--- src/rtl/crc32_pkg.sv ---
// Shared constants and the one-byte reflected CRC-32 step for the crc32_stream block.
package crc32_pkg;

  localparam logic [31:0] CRC32_POLY    = 32'h04C11DB7;
  localparam logic [31:0] CRC32_INIT    = 32'hFFFFFFFF;
  localparam logic [31:0] CRC32_XOR_OUT = 32'hFFFFFFFF;
  localparam logic [31:0] CRC32_RESIDUE = 32'h2144DF1C;

  typedef enum logic {
    ACCUM,
    HOLD
  } crc_state_e;

  function automatic logic [31:0] reflect32(input logic [31:0] v);
    logic [31:0] r;
    for (int i = 0; i < 32; i++) r[i] = v[31-i];
    return r;
  endfunction

  localparam logic [31:0] CRC32_POLY_REFL = reflect32(CRC32_POLY);

  // Reflected register: data enters at bit 0 and the register shifts right.
  function automatic logic [31:0] crc32_byte(input logic [7:0] data, input logic [31:0] state);
    logic [31:0] c;
    c = state ^ {24'h0, data};
    for (int i = 0; i < 8; i++) c = c[0] ? ((c >> 1) ^ CRC32_POLY_REFL) : (c >> 1);
    return c;
  endfunction

endpackage

--- src/rtl/crc32_lane.sv ---
// One byte position of the per-beat CRC chain; a byte with keep low passes the state through.
module crc32_lane
  import crc32_pkg::*;
(
  input  logic [7:0]  data_i,
  input  logic        keep_i,
  input  logic [31:0] crc_i,
  output logic [31:0] crc_o
);

  assign crc_o = keep_i ? crc32_byte(data_i, crc_i) : crc_i;

endmodule

--- src/rtl/crc32_stream.sv ---
// Streaming CRC-32 with byte-enable, frame delimiting and a result handshake.
// Optional frame check output crc_ok is built when CRC32_STREAM_CHECK_EN is defined.
module crc32_stream
  import crc32_pkg::*;
#(
  parameter int unsigned DATA_BYTES = 4,
  parameter logic [31:0] INIT       = CRC32_INIT,
  parameter logic [31:0] XOR_OUT    = CRC32_XOR_OUT
) (
  input  logic                    clk,
  input  logic                    rst,
  input  logic                    s_valid,
  output logic                    s_ready,
  input  logic [8*DATA_BYTES-1:0] s_data,
  input  logic [DATA_BYTES-1:0]   s_keep,
  input  logic                    s_last,
  output logic                    crc_valid,
  input  logic                    crc_ready,
  output logic [31:0]             crc_out,
  output logic [15:0]             len_out
`ifdef CRC32_STREAM_CHECK_EN
  ,
  output logic                    crc_ok
`endif
);

  crc_state_e  state_q, state_d;
  logic [31:0] run_q, run_d;
  logic [15:0] len_q, len_d;
  logic [31:0] crc_out_q, crc_out_d;
  logic [15:0] len_out_q, len_out_d;

  logic        beat_acc;
  logic        last_acc;
  logic [31:0] beat_crc;
  logic [31:0] crc_fin;
  logic [4:0]  keep_cnt;
  logic [16:0] len_sum;
  logic [15:0] len_next;

  assign crc_valid = (state_q == HOLD);
  assign s_ready   = !crc_valid || crc_ready;
  assign beat_acc  = s_valid && s_ready;
  assign last_acc  = beat_acc && s_last;

  // Byte 0 sits at the head of the chain so it is folded in first.
  for (genvar g = 0; g < DATA_BYTES; g++) begin : g_lane
    logic [31:0] crc_in;
    logic [31:0] crc_nx;
    if (g == 0) begin : g_head
      assign crc_in = run_q;
    end else begin : g_tail
      assign crc_in = g_lane[g-1].crc_nx;
    end
    crc32_lane u_lane (
      .data_i (s_data[8*g +: 8]),
      .keep_i (s_keep[g]),
      .crc_i  (crc_in),
      .crc_o  (crc_nx)
    );
  end

  assign beat_crc = g_lane[DATA_BYTES-1].crc_nx;
  assign crc_fin  = beat_crc ^ XOR_OUT;

  always_comb begin
    keep_cnt = '0;
    for (int i = 0; i < DATA_BYTES; i++) keep_cnt = keep_cnt + 5'(s_keep[i]);
  end

  assign len_sum  = {1'b0, len_q} + 17'(keep_cnt);
  assign len_next = len_sum[16] ? 16'hFFFF : len_sum[15:0];

  always_comb begin
    // NOTE: every output of a combinational block gets a default first, so no path can infer a latch.
    state_d   = state_q;
    run_d     = run_q;
    len_d     = len_q;
    crc_out_d = crc_out_q;
    len_out_d = len_out_q;

    if (beat_acc) begin
      if (s_last) begin
        run_d     = INIT;
        len_d     = '0;
        crc_out_d = crc_fin;
        len_out_d = len_next;
      end else begin
        run_d = beat_crc;
        len_d = len_next;
      end
    end

    // A last beat landing on the consuming cycle refills HOLD with no bubble.
    case (state_q)
      ACCUM:   if (last_acc) state_d = HOLD;
      HOLD:    if (crc_ready && !last_acc) state_d = ACCUM;
      default: state_d = ACCUM;
    endcase
  end

  // NOTE: sequential state uses non-blocking assignments so all registers update together at the edge.
  always_ff @(posedge clk) begin
    if (rst) begin
      state_q   <= ACCUM;
      run_q     <= INIT;
      len_q     <= '0;
      crc_out_q <= '0;
      len_out_q <= '0;
    end else begin
      state_q   <= state_d;
      run_q     <= run_d;
      len_q     <= len_d;
      crc_out_q <= crc_out_d;
      len_out_q <= len_out_d;
    end
  end

  assign crc_out = crc_out_q;
  assign len_out = len_out_q;

`ifdef CRC32_STREAM_CHECK_EN
  // A frame ending in its own FCS leaves the fixed residue in the final CRC.
  logic ok_q, ok_d;

  assign ok_d = last_acc ? (crc_fin == CRC32_RESIDUE) : ok_q;

  always_ff @(posedge clk) begin
    if (rst) ok_q <= 1'b0;
    else     ok_q <= ok_d;
  end

  assign crc_ok = ok_q;
`endif

endmodule

--- config.mk ---
export PLATFORM = sky130hd
export DESIGN_NAME = crc32_stream
export DESIGN_NICKNAME = d
export VERILOG_FILES = /design/src/rtl/crc32_pkg.sv /design/src/rtl/crc32_lane.sv /design/src/rtl/crc32_stream.sv
export SDC_FILE = /design/constraint.sdc
export NUM_CORES = 1
export LEC_CHECK = 0
export CAP_MARGIN = 20
export CORE_UTILIZATION = 52
export DETAILED_ROUTE_END_ITERATION = 6
export PLACE_DENSITY_LB_ADDON = 0.12
export SETUP_SLACK_MARGIN = 0.4
export SYNTH_ARGS = -nofsm -noshare
export SYNTH_HDL_FRONTEND = slang
export SYNTH_SLANG_ARGS = --single-unit
export TNS_END_PERCENT = 50
--- constraint.sdc ---
create_clock -name clk -period 10.66 [get_ports clk]
set_clock_uncertainty 0.05 [all_clocks]
set_input_delay 3.198 -clock clk [delete_from_list [all_inputs] [get_ports clk]]
set_output_delay 3.198 -clock clk [all_outputs]
set_load 0.005 [all_outputs]
=== Word-level counts from Yosys, hierarchy flattened ===
Cells that the tools add are included.

* Add/subtract/negate cells: 4
* Mux-type cells: 42
* Bitwise operators: 38
* Reductions and logical operators: 7

{| class="wikitable"
|+ Operator list
! kind !! count
|-
| 32-bit two-way mux || 37
|-
| 13-bit NOT with 14-bit output || 32
|-
| 32-bit by 8-bit XOR with 32-bit output || 4
|-
| 16-bit two-way mux || 2
|-
| 32-bit NOT || 1
|-
| 16-bit by 4-bit adder with 17-bit output || 1
|-
| 3-bit by 1-bit adder with 4-bit output || 1
|-
| 2-bit by 1-bit adder with 3-bit output || 1
|-
| 1-bit logical AND || 3
|-
| 1-bit by 1-bit adder with 2-bit output || 1
|-
| 1-bit zero test || 2
|-
| 1-bit two-way mux || 2
|-
| 1-bit one-hot mux with 2 select lines || 1
|-
| 2-bit AND reduction || 1
|-
| 1-bit logical OR || 1
|-
| 1-bit NOT || 1
|}

* Register bits: 97
* Input port bits: 41
* Output and inout bits: 50
* Logic and storage cells: 96

=== Longest topological paths before layout ===
Gate-level depths: netlist (run 1).

* Depth in word-level cells: 73
* Mapped depth: 17
* Mapped depth without buffers: 15

=== Modules after synthesis ===
From an unflattened synthesis (run 1), not the netlist that was laid out.

* Cell total of the unflattened synthesis: 885
* Area, all modules: 9,392.8 um^2

{| class="wikitable"
|+ Modules (own cells, without submodules)
! module !! instances !! cells each !! area an instance (um^2) !! seq. area each (um^2)
|-
| crc32_lane || 4 || 107 || 1,345.0 || 0.0
|-
| crc32_stream || 1 || 457 || 4,012.6 || 1,941.9
|}

=== Least setup slack after synthesis (run 1) ===
No wires, ideal clock.

* Kind: in2reg
* Start point: input port s_data[4]
* End point: register crc_out_q[23], in the netlist crc_out[23]
* Library setup time: 0.132 ns
* Arrival time: 8.118 ns
* Required time: 10.478 ns
* Slack: 2.360 ns
* Cell stages on the path: 16
* Buffers on the path: 1
* Path through: xnor2_2 xnor3_1 nor3b_1 a2111oi_2 and2_1 xnor3_1 a211oi_2 nor2_4 xnor3_1 o21ai_0 or4b_2 buf_4 xor2_1 xnor3_1 a211oi_1 nor3_1

* Word-level cells in the longest chain between the ends: 50
* Elaborated cells on any way between the ends: 66
* Those cells by class: mux: 36; bitwise: 30

{| class="wikitable"
|+ Ends and longest elaborated chain
! element !! line !! source
|-
| start: declaration || crc32_stream.sv:14 || <nowiki>input logic [8*DATA_BYTES-1:0] s_data,</nowiki>
|-
| 32-bit by 8-bit XOR with 32-bit output * || crc32_pkg.sv:25 || <nowiki>c = state ^ {24'h0, data};</nowiki>
|-
| 32-bit two-way mux * (7 in series) || crc32_pkg.sv:26 || <nowiki>for (int i = 0; i < 8; i++) c = c[0] ? ((c >> 1) ^ CRC32_POLY_REFL) : (c >> 1);</nowiki>
|-
| 13-bit NOT with 14-bit output (no source line) or 32-bit two-way mux (tied branches) || -- ||
|-
| 32-bit two-way mux * || crc32_pkg.sv:26 ||
|-
| 32-bit two-way mux * || crc32_lane.sv:11 || <nowiki>assign crc_o = keep_i ? crc32_byte(data_i, crc_i) : crc_i;</nowiki>
|-
| 32-bit by 8-bit XOR with 32-bit output (tied with other cells) || crc32_pkg.sv:25 ||
|-
| 32-bit two-way mux (tied with other cells) || crc32_pkg.sv:26 ||
|-
| 32-bit two-way mux or 13-bit NOT with 14-bit output (tied branches) (2 in series) || -- ||
|-
| [... 26 more ...] || -- ||
|-
| 13-bit NOT with 14-bit output (no source line) or 32-bit two-way mux (tied branches) || -- ||
|-
| 32-bit two-way mux (2 in series) || crc32_pkg.sv:26 ||
|-
| 13-bit NOT with 14-bit output (no source line) or 32-bit two-way mux (tied branches) || -- ||
|-
| 32-bit two-way mux || crc32_pkg.sv:26 ||
|-
| 13-bit NOT with 14-bit output (no source line) or 32-bit two-way mux (tied branches) || -- ||
|-
| 32-bit two-way mux || crc32_pkg.sv:26 ||
|-
| 32-bit two-way mux * || crc32_lane.sv:11 ||
|-
| 32-bit NOT (no source line) * || -- ||
|-
| end signal: assignment || crc32_stream.sv:114 || <nowiki>crc_out_q <= crc_out_d;</nowiki>
|-
| end: declaration || crc32_stream.sv:30 || <nowiki>logic [31:0] crc_out_q, crc_out_d;</nowiki>
|}

Mark *: on every way between the ends. The rest lies on a longest branch, timed or not.
A chain may end at the register's enable or synchronous reset.

=== Worst setup path in the final report (run 1) ===
* Start point: input port s_data[0]
* End point: register crc_out_q[20], in the netlist crc_out[20]

* Word-level cells in the longest chain between the ends: 53
* Elaborated cells on any way between the ends: 70
* Those cells by class: mux: 36; bitwise: 34

{| class="wikitable"
|+ Ends and longest elaborated chain
! element !! line
|-
| 32-bit by 8-bit XOR with 32-bit output * || crc32_pkg.sv:25
|-
| 32-bit two-way mux * (4 in series) || crc32_pkg.sv:26
|-
| 13-bit NOT with 14-bit output (no source line) or 32-bit two-way mux (tied branches) || --
|-
| 32-bit two-way mux * (4 in series) || crc32_pkg.sv:26
|-
| 32-bit two-way mux * || crc32_lane.sv:11
|-
| 32-bit by 8-bit XOR with 32-bit output (tied with other cells) || crc32_pkg.sv:25
|-
| 32-bit two-way mux (tied with other cells) (2 in series) || crc32_pkg.sv:26
|-
| 13-bit NOT with 14-bit output (no source line) (tied with other cells) || --
|-
| [... 29 more ...] || --
|-
| 13-bit NOT with 14-bit output (no source line) or 32-bit two-way mux (tied branches) || --
|-
| 32-bit two-way mux (2 in series) || crc32_pkg.sv:26
|-
| 13-bit NOT with 14-bit output (no source line) or 32-bit two-way mux (tied branches) || --
|-
| 32-bit two-way mux || crc32_pkg.sv:26
|-
| 13-bit NOT with 14-bit output (no source line) or 32-bit two-way mux (tied branches) || --
|-
| 32-bit two-way mux || crc32_pkg.sv:26
|-
| 32-bit two-way mux * || crc32_lane.sv:11
|-
| 32-bit NOT (no source line) * || --
|}

Marks and branches as above.

==> results of run 1 <==
==> cells in the mapped netlist (4+ instances only) <==
library cell	number	area share
clkbuf_1	49	0.020
nand3_1	12	0.0066
inv_1	12	0.0049
and2_1	10	0.0069
xor2_1	44	0.042
o211ai_1	12	0.0099
nand2_1	82	0.034
a211oi_1	27	0.022
or2_2	6	0.0041
a31oi_1	8	0.0055
o21ai_0	26	0.014
a211o_1	10	0.0096
xnor3_1	46	0.11
a22oi_1	5	0.0041
nor2_1	120	0.049
mux2_2	11	0.014
a21oi_1	67	0.037
a21o_1	14	0.012
xnor2_1	150	0.14
a311oi_1	8	0.0077
or3_1	5	0.0034
nor3_1	22	0.012
nor3b_1	6	0.0049
nand2b_1	4	0.0027
and3_1	8	0.0055
o22ai_1	9	0.0062
nor2b_1	4	0.0027
buf_1	13	0.0054
xor3_1	15	0.039
xnor2_2	8	0.014
mux2i_1	49	0.054
dfxtp_1	97	0.21
==> layout make-up <==
cell class,instances,area (um^2)
multi-input cells,841,6870
fillers,1516,6780
flip-flops and latches,97,1940
repair buffers,106,996
well taps,225,282
clock buffers,11,253
clock inverters,4,58.8
inverters,14,52.6
==> sequential cells by signal, summed over array words and instances (netlist names) <==
name           cells
crc_out           32
g_lane.crc_in     32
len_out           16
len_q             16
crc_valid          1
==> placed cells by master, fill, tap and decap left out, types with 10 or more instances in the layout <==
cell / n
inv_1: 12
a21oi_1: 67
a211oi_1: 27
dfxtp_1: 97
mux2_2: 11
xor3_1: 15
o211ai_1: 12
nor2_1: 120
nand2_1: 81
and2_1: 10
buf_4: 16
nand3_1: 12
a211o_1: 10
mux2i_1: 49
a21o_1: 14
xnor2_1: 150
clkdlybuf4s50_1: 85
xnor3_1: 46
o21ai_0: 26
xor2_1: 44
nor3_1: 22
==> logic make-up after synthesis <==
logic type,after synthesis
simple gates,293
compound gates,211
buf+inv,80
flops,97
mux,64
xor+xnor,269
fa+ha+maj,4
==> worst min-delay path by stage <==
| stage | end | start | cells after the start | slack, ps |
|---|---|---|---|---|
| 2_1_floorplan | crc_out[11] | crc_out[11] | 2 | 400 |
| 3_3_place_gp | crc_out[31] | crc_out[31] | 2 | 400 |
| 3_5_place_dp | len_out[0] | len_out[0] | 2 | 400 |
| 4_1_cts | crc_out[30] | crc_out[30] | 2 | 410 |
| 5_1_grt | len_out[6] | len_out[6] | 2 | 440 |
| 6_report | crc_out[30] | crc_out[30] | 2 | 410 |
==> per-stage QoR <==
stage          hold WS (ps)  instance area (um^2)
5_1_grt                 440                 10500
3_3_place_gp            397                 10100
3_5_place_dp            396                 10100
6_report                407                 10500
2_1_floorplan           403                  9120
4_1_cts                 408                 10500
==> critical path: cells and delay by family <==
kind | cells | cell delay (ps)
compound gates | 4 | 1130
buf+inv | 1 | 580
xor+xnor | 10 | 3930
mux | 1 | 510
==> metal layers <==
metal,up-vias,track usage
met5,-,0
met4,2,0.0699
met3,33,0.0461
met2,271,0.463
met1,3655,0.450
li1,3648,-
==> results.md, run 1 <==
Routing:
- The met3 wire length is 1800 um.
- After detailed routing, the number of vias per cell comes to 5.86.
- The total length of routed met2 wires is 12,100 um.
- The top metal layer carrying routed signals is met5.
- The count of nets left with antenna violations once routing finished came out at 0.
- After the first detailed-routing iteration, the DRC count stood at 651.
- In the final routed layout, each cell accounts on average for 21.0 um.
- The number of remaining DRC errors is 0.
- Summed over all layers, the routed wires come to 27,300 um.
- The detailed router put a total of 12,900 um of wire on met1.
- The detailed router placed 7,609 vias in this run.
- The total iterations of the first detailed-routing run is 7.

Global route:
- The via count of the first global-routing pass is 6,826.
- After global routing the overflow that remains totals 0.
- Entering global routing, the biggest net connects 72 pins.
- The overall fraction of global-route tracks in use is 0.304.
- The number of antenna violations at the first check in global routing was 1.
- The first-pass GRT wire length is 40,800 um.

Placed design:
- The cell total after placement is 1,283.
- Prior to clock tree synthesis, the placed netlist has a worst setup slack of 1080 ps.
- Summed over all nets, the half-perimeter wirelength after detailed placement is 21,400 um.
- At the end of routability-driven placement, the weighted congestion stood at 0.955.
- The number of buffers added on ports is 90.

Clock network:
- The clock reaches the later pin of the worst-skew pair after 340 ps.
- The setup fix buffers added after clock tree synthesis is 0.
- TritonCTS built the clock tree.
- The register clock-pin slew on the reported worst setup and hold paths is 60 ps.
- The number of buffers inserted for hold repair after clock tree synthesis is 0.
- The clock root buffer is clkbuf_16.
- The sink count of the clock tree is 97.
- The number of buffers added by the clock tree synthesis step is 9.
- The post-cts resize count is 0.
- The number of H-tree branching levels is 3.
- The deepest clock path buffer count is 2.

Floorplan:
- After floorplanning, the core was divided into 48 placement rows.
- For this configuration, the core starts out at a cell density of 0.529.
- After floorplanning, the core was sized to cover 0.0172 mm^2.
- The count of boundary I/O pins is 91.
- The die is 134 um wide.
- The height of the chip is 134 um.
- The area of the die is 0.0181 mm^2.

STA:
- Setup repair after global routing left no endpoint under its margin.
- The final setup violation count is 0.
- The worst max-slew margin expressed relative to the limit is 0.382.
- The max-slew violation total from the final report is 0.
- The minimum period implied by the final worst setup slack is 9230 ps.
- Of the available clock period, the critical path in the final layout requires 0.866.
- The final hold violation count is 0.
- The maximum operating frequency is 108 MHz.
- For the pin with the worst max-slew slack, the measured transition is 901 ps.
- Setup total negative slack on the finished layout was measured at 0 ps.
- Once routing completed, OpenROAD measured the worst setup slack at 1430 ps.

Critical path:
- The slowest stage of the critical path belongs to the cell clkdlybuf4s50_1.
- The critical path goes through clkdlybuf4s50_1 > xor2_4 > xnor3_1 > mux2i_1 > xnor2_1 > xnor3_1 > xnor3_1 > o21a_1 > xnor2_1 > xnor3_1 > a21oi_1 > xnor2_1 > xor2_1 > xnor3_1 > a21oi_1 > a211oi_1.
- The length in cells of the worst reg-to-reg path is 15.
- The worst stage delay on the critical path is 580 ps.
- The worst register-to-register path has a setup slack of 4290 ps.
- The element type at the critical path end is a flip-flop.
- The endpoint arrival time on the critical path is 9360 ps.
- The reg-to-reg startpoint is g_lane[0].crc_in[2].
- Of all nets on the critical path, the largest fanout is 6.
- By instance count, the cell type seen most on the critical path is xnor3_1.
- Data on the critical path is required at its endpoint by 10,800 ps.
- The origin of the worst setup path is s_data[0].
- The critical path is of the input pin to flip-flop type.
- The worst flop-to-flop path endpoint is crc_out[20].
- STA classifies the critical path startpoint as an input pin.
- The critical path ends at crc_out[20].

Job:
- The number of maximum-capacitance constraint violations is 0.

Run status:
- The flow ran to the end, and the final reports show no timing, DRC or antenna violations.

Logic synthesis:
- The adder-cell share of the synthesized area is 0.00796.
- The number of nets in the synthesized netlist is 1,063.
- In this run the mean area of a mapped cell was 8.96 um^2.
- Of the total synthesized cell area, the portion taken by AND, OR, NAND and NOR gates is 0.145.
- The fraction of the mapped netlist area in compound gates is 0.154.
- The gate count after technology mapping is 1,018.
- The number of synthesized flops with an enable pin is 0.
- The share of synthesized area spent on multiplexers is 0.0763.
- Of the total synthesized cell area, the portion taken by XOR and XNOR cells is 0.370.
- The number of different library cells in the post-synthesis netlist is 70.
- The synthesized design contains 97 register bits.
- Counting flops with an async set or reset pin after synthesis yields a share of 0.
- Of the synthesized area, sequential elements account for 0.213.
- In this run the cell area of the synthesized design comes to 0.00912 mm^2.
- By area, the combinational part of the netlist is dominated by XOR/XNOR gates.
- The top flip-flop cell by instance count after synthesis is dfxtp_1.
- The number of warning messages in the yosys log is 0.

Final layout:
- The post-route non-filler standard cell count is 1,298.
- The repair_antennas step left the layout with diodes totalling 0.
- The share of layout cells above drive strength 1 is 0.0764.
- The area growth from synthesis to layout is 14.6%.
- At the end of the flow, the number of nets in the layout was 1,114.
- The core utilization of the finished layout is 0.607.

Hold path:
- The type of the worst min-delay path is flip-flop to flip-flop.
Power of run 1 is not shown: default switching activity piles up to over one toggle a cycle in this logic, so the estimate is an artifact.
==> inputs of run 2 (changes only) <==
Settings changed: CTS_CLUSTER_SIZE set to 30.
==> results of run 2 <==
The final DEF is identical to that of run 1; final timing and power are the same.
Power of run 2 is left out for the same reason.
==> inputs of run 3 (changes only) <==
Settings changed: GPL_TIMING_DRIVEN set to 0.
==> run 3 against run 2 <==
  * Worst hold slack improved by 0.78 ps
  * Register-to-register slack got worse by 470 ps
  * Wire length rose by 7.1%
  * Non-clock buffer count rose by 48
  * Critical path depth rose by 1
  * First-iteration DRC count rose by 15%
  * Worst setup slack got worse by 700 ps
  * Core utilization rose by 0.85 points
  * Final area rose by 1.4%
  * Via count rose by 5.0%
  * Critical path type unchanged
  * Largest cell class unchanged
==> results.md, run 3 (synthesis gave the netlist of run 1 again) <==
STA:
- The final setup violation count came to 0 (unchanged).
- Setup repair after global routing left no endpoint under its margin.
- The final critical-path share of the clock period was 0.931 (+0.0657).
- The worst max-slew margin expressed relative to the limit came to 0.340 (-0.0423).
- The pin slew with the least headroom to its limit was 962 ps (+61.7 ps).
- The final hold violation count came to 0 (unchanged).
- The summed negative setup slack over all endpoints is 0 ps (unchanged).
- The max-slew violation total from the final report is 0 (unchanged).
- The maximum operating frequency is 101 MHz (-7.1%).
- The minimum period implied by the final worst setup slack is 9930 ps (+700 ps).

Critical path:
- In this run the critical register-to-register path is launched from g_lane[0].crc_in[5].
- The worst stage delay on the critical path is 710 ps (+130 ps).
- The endpoint arrival time on the critical path came to 10,090 ps (+730 ps).
- STA classifies the critical path startpoint as an input pin.
- The required time of the critical path is 10,820 ps (+20 ps).
- The maximum fanout along the worst path came to 10 (+4).
- The most frequent cell on the critical path is xnor3_1.
- The element type at the critical path end is a flip-flop.
- The origin of the worst setup path is s_keep[0].
- The category of the most critical setup path is input pin to flip-flop.
- Traced cell by cell, the critical path runs through clkdlybuf4s50_1 > buf_2 > clkbuf_1 > clkbuf_2 > mux2i_1 > xor2_1 > xnor3_1 > o211ai_1 > nand2_1 > xnor2_1 > xnor3_1 > a21oi_1 > xnor2_1 > xor2_1 > xnor3_1 > a21oi_1 > a211oi_1.
- The largest individual stage delay along the critical path comes from the cell clkdlybuf4s50_1.

Clock network:
- The sink count of the clock tree is 97 (unchanged).
- The number of H-tree branching levels was 3 (unchanged).
- The clock insertion delay at the later pin of the skew report is 350 ps (about the same).
- The deepest clock path buffer count is 2 (unchanged).
- The clock tree from TritonCTS is built.
- CTS placed an instance of clkbuf_16 at the clock tree root.
- The number of buffers added by the clock tree synthesis step is 9 (unchanged).
- The number of buffers inserted for hold repair after clock tree synthesis is 0 (unchanged).
- The register clock-pin slew on the reported worst setup and hold paths came to 70 ps (about the same).

Floorplan:
- The die boundary width is 134 um (unchanged).
- The number of rows in the core area came to 48 (unchanged).
- The count of boundary I/O pins is 91 (unchanged).
- The placeable core area came to 0.0172 mm^2 (unchanged).
- The initial standard-cell utilization of the core is 0.529 (unchanged).
- The area of the die is 0.0181 mm^2 (unchanged).
- The height of the chip is 134 um (unchanged).

Global route:
- The via count of the first global-routing pass came to 7,544 (+11%).
- The maximum number of pins on one net before global-route repair is 18 (-75%).
- The overall fraction of global-route tracks in use was 0.332 (+0.0282).
- The first-pass GRT wire length came to 44,600 um (+9.2%).
- The aggregate global routing overflow is 0 (unchanged).
- The number of antenna violations at the first check in global routing is 0 (-1).

Run status:
- The run finished with clean final reports.

Routing:
- The total iterations of the first detailed-routing run is 7 (unchanged).
- The routed wire length per instance is 21.7 um (+3.2%).
- The number of remaining DRC errors is 0 (unchanged).
- The final wirelength came to 29,300 um (+7.1%).
- The detail-routed via count per cell is 5.93 (+1.2%).
- The post-detailed-route count of antenna-violating nets is 0 (unchanged).
- The starting DRC count in detailed routing came to 749 (+15%).
- The via count is 7,988 (+5.0%).

Placed design:
- The HPWL after detailed placement is 23,600 um (+10%).
- The weighted congestion at the end of routability-driven global placement was 0.978 (+2.5%).
- The number of buffers added on ports is 88 (-2.2%).

Final layout:
- In the layout the commonest cells are xnor2_1, nor2_1, dfxtp_1, clkdlybuf4s50_1, nand2_1.
- The number of diodes is 0 (unchanged).
- The most common library cell in the layout ignoring fill and taps is xnor2_1.
- The final net count was 1,162 (+4.3%).
- The growth of design area from synthesis to finish is 16.2%.
- The share of layout cells above drive strength 1 came to 0.0579 (-0.0185).

Hold path:
- The source of the worst hold timing path is len_out[6].
- The type of the worst min-delay path is flip-flop to flip-flop.

Job:
- The number of maximum-capacitance constraint violations came to 0 (unchanged).
==> run 3: cell type report <==
type	instances	area, um^2
multi-input combinational	841	6870
fill	1502	6630
sequential	97	1940
timing repair buffer	88	881
tap	225	282
buffer	66	259
clock buffer	10	239
clock inverter	6	78.8
inverter	14	52.6
==> run 3: path summary, 6_finish.rpt <==
| kind | endpoint | slack (ps) | cells after the start |
|---|---|---|---|
| worst max-delay path | crc_out[20] | 730 | 17 |
| worst min-delay path | len_out[6] | 410 | 2 |
| worst max register to register | crc_out[20] | 3820 | 16 |
| worst min register to register | len_out[6] | 410 | 2 |
==> run 3: what timing repair did <==
item / in CTS / in global routing
setup buffers: 0 / 0
resized for setup: 0 / 1
endpoints found under the setup margin: 0 / 4
==> run 3: routing by layer <==
| layer | vias to the layer above | GRT usage | wire length, um | share of wire |
|---|---|---|---|---|
| li1 | 3749 | - | - | - |
| met4 | 0 | 0.0824 | 639 | 0.022 |
| met5 | - | 0 | 0 | 0 |
| met2 | 318 | 0.507 | 12800 | 0.44 |
| met1 | 3876 | 0.475 | 13200 | 0.45 |
| met3 | 45 | 0.0714 | 2630 | 0.090 |
==> run 3: metrics by stage <==
step	util	instances	worst slack, ps	instance area, um^2	hold WS, ps
2_1_floorplan	-	1018	2360	9120	403
3_3_place_gp	0.597	1331	361	10300	396
3_5_place_dp	0.597	1331	339	10300	400
4_1_cts	0.615	1347	689	10600	409
5_1_grt	0.615	1347	500	10600	433
6_report	0.615	1347	733	10600	408
==> run 3: critical path, delay by kind of cell <==
family                 cells  cell delay, ps
AO/OA/AOI/OAI              4            1390
XOR/XNOR                   7            2730
buffers and inverters      4            2040
multiplexers               1             470
AND/OR/NAND/NOR            1             240
Power of run 3 is left out for the same reason.
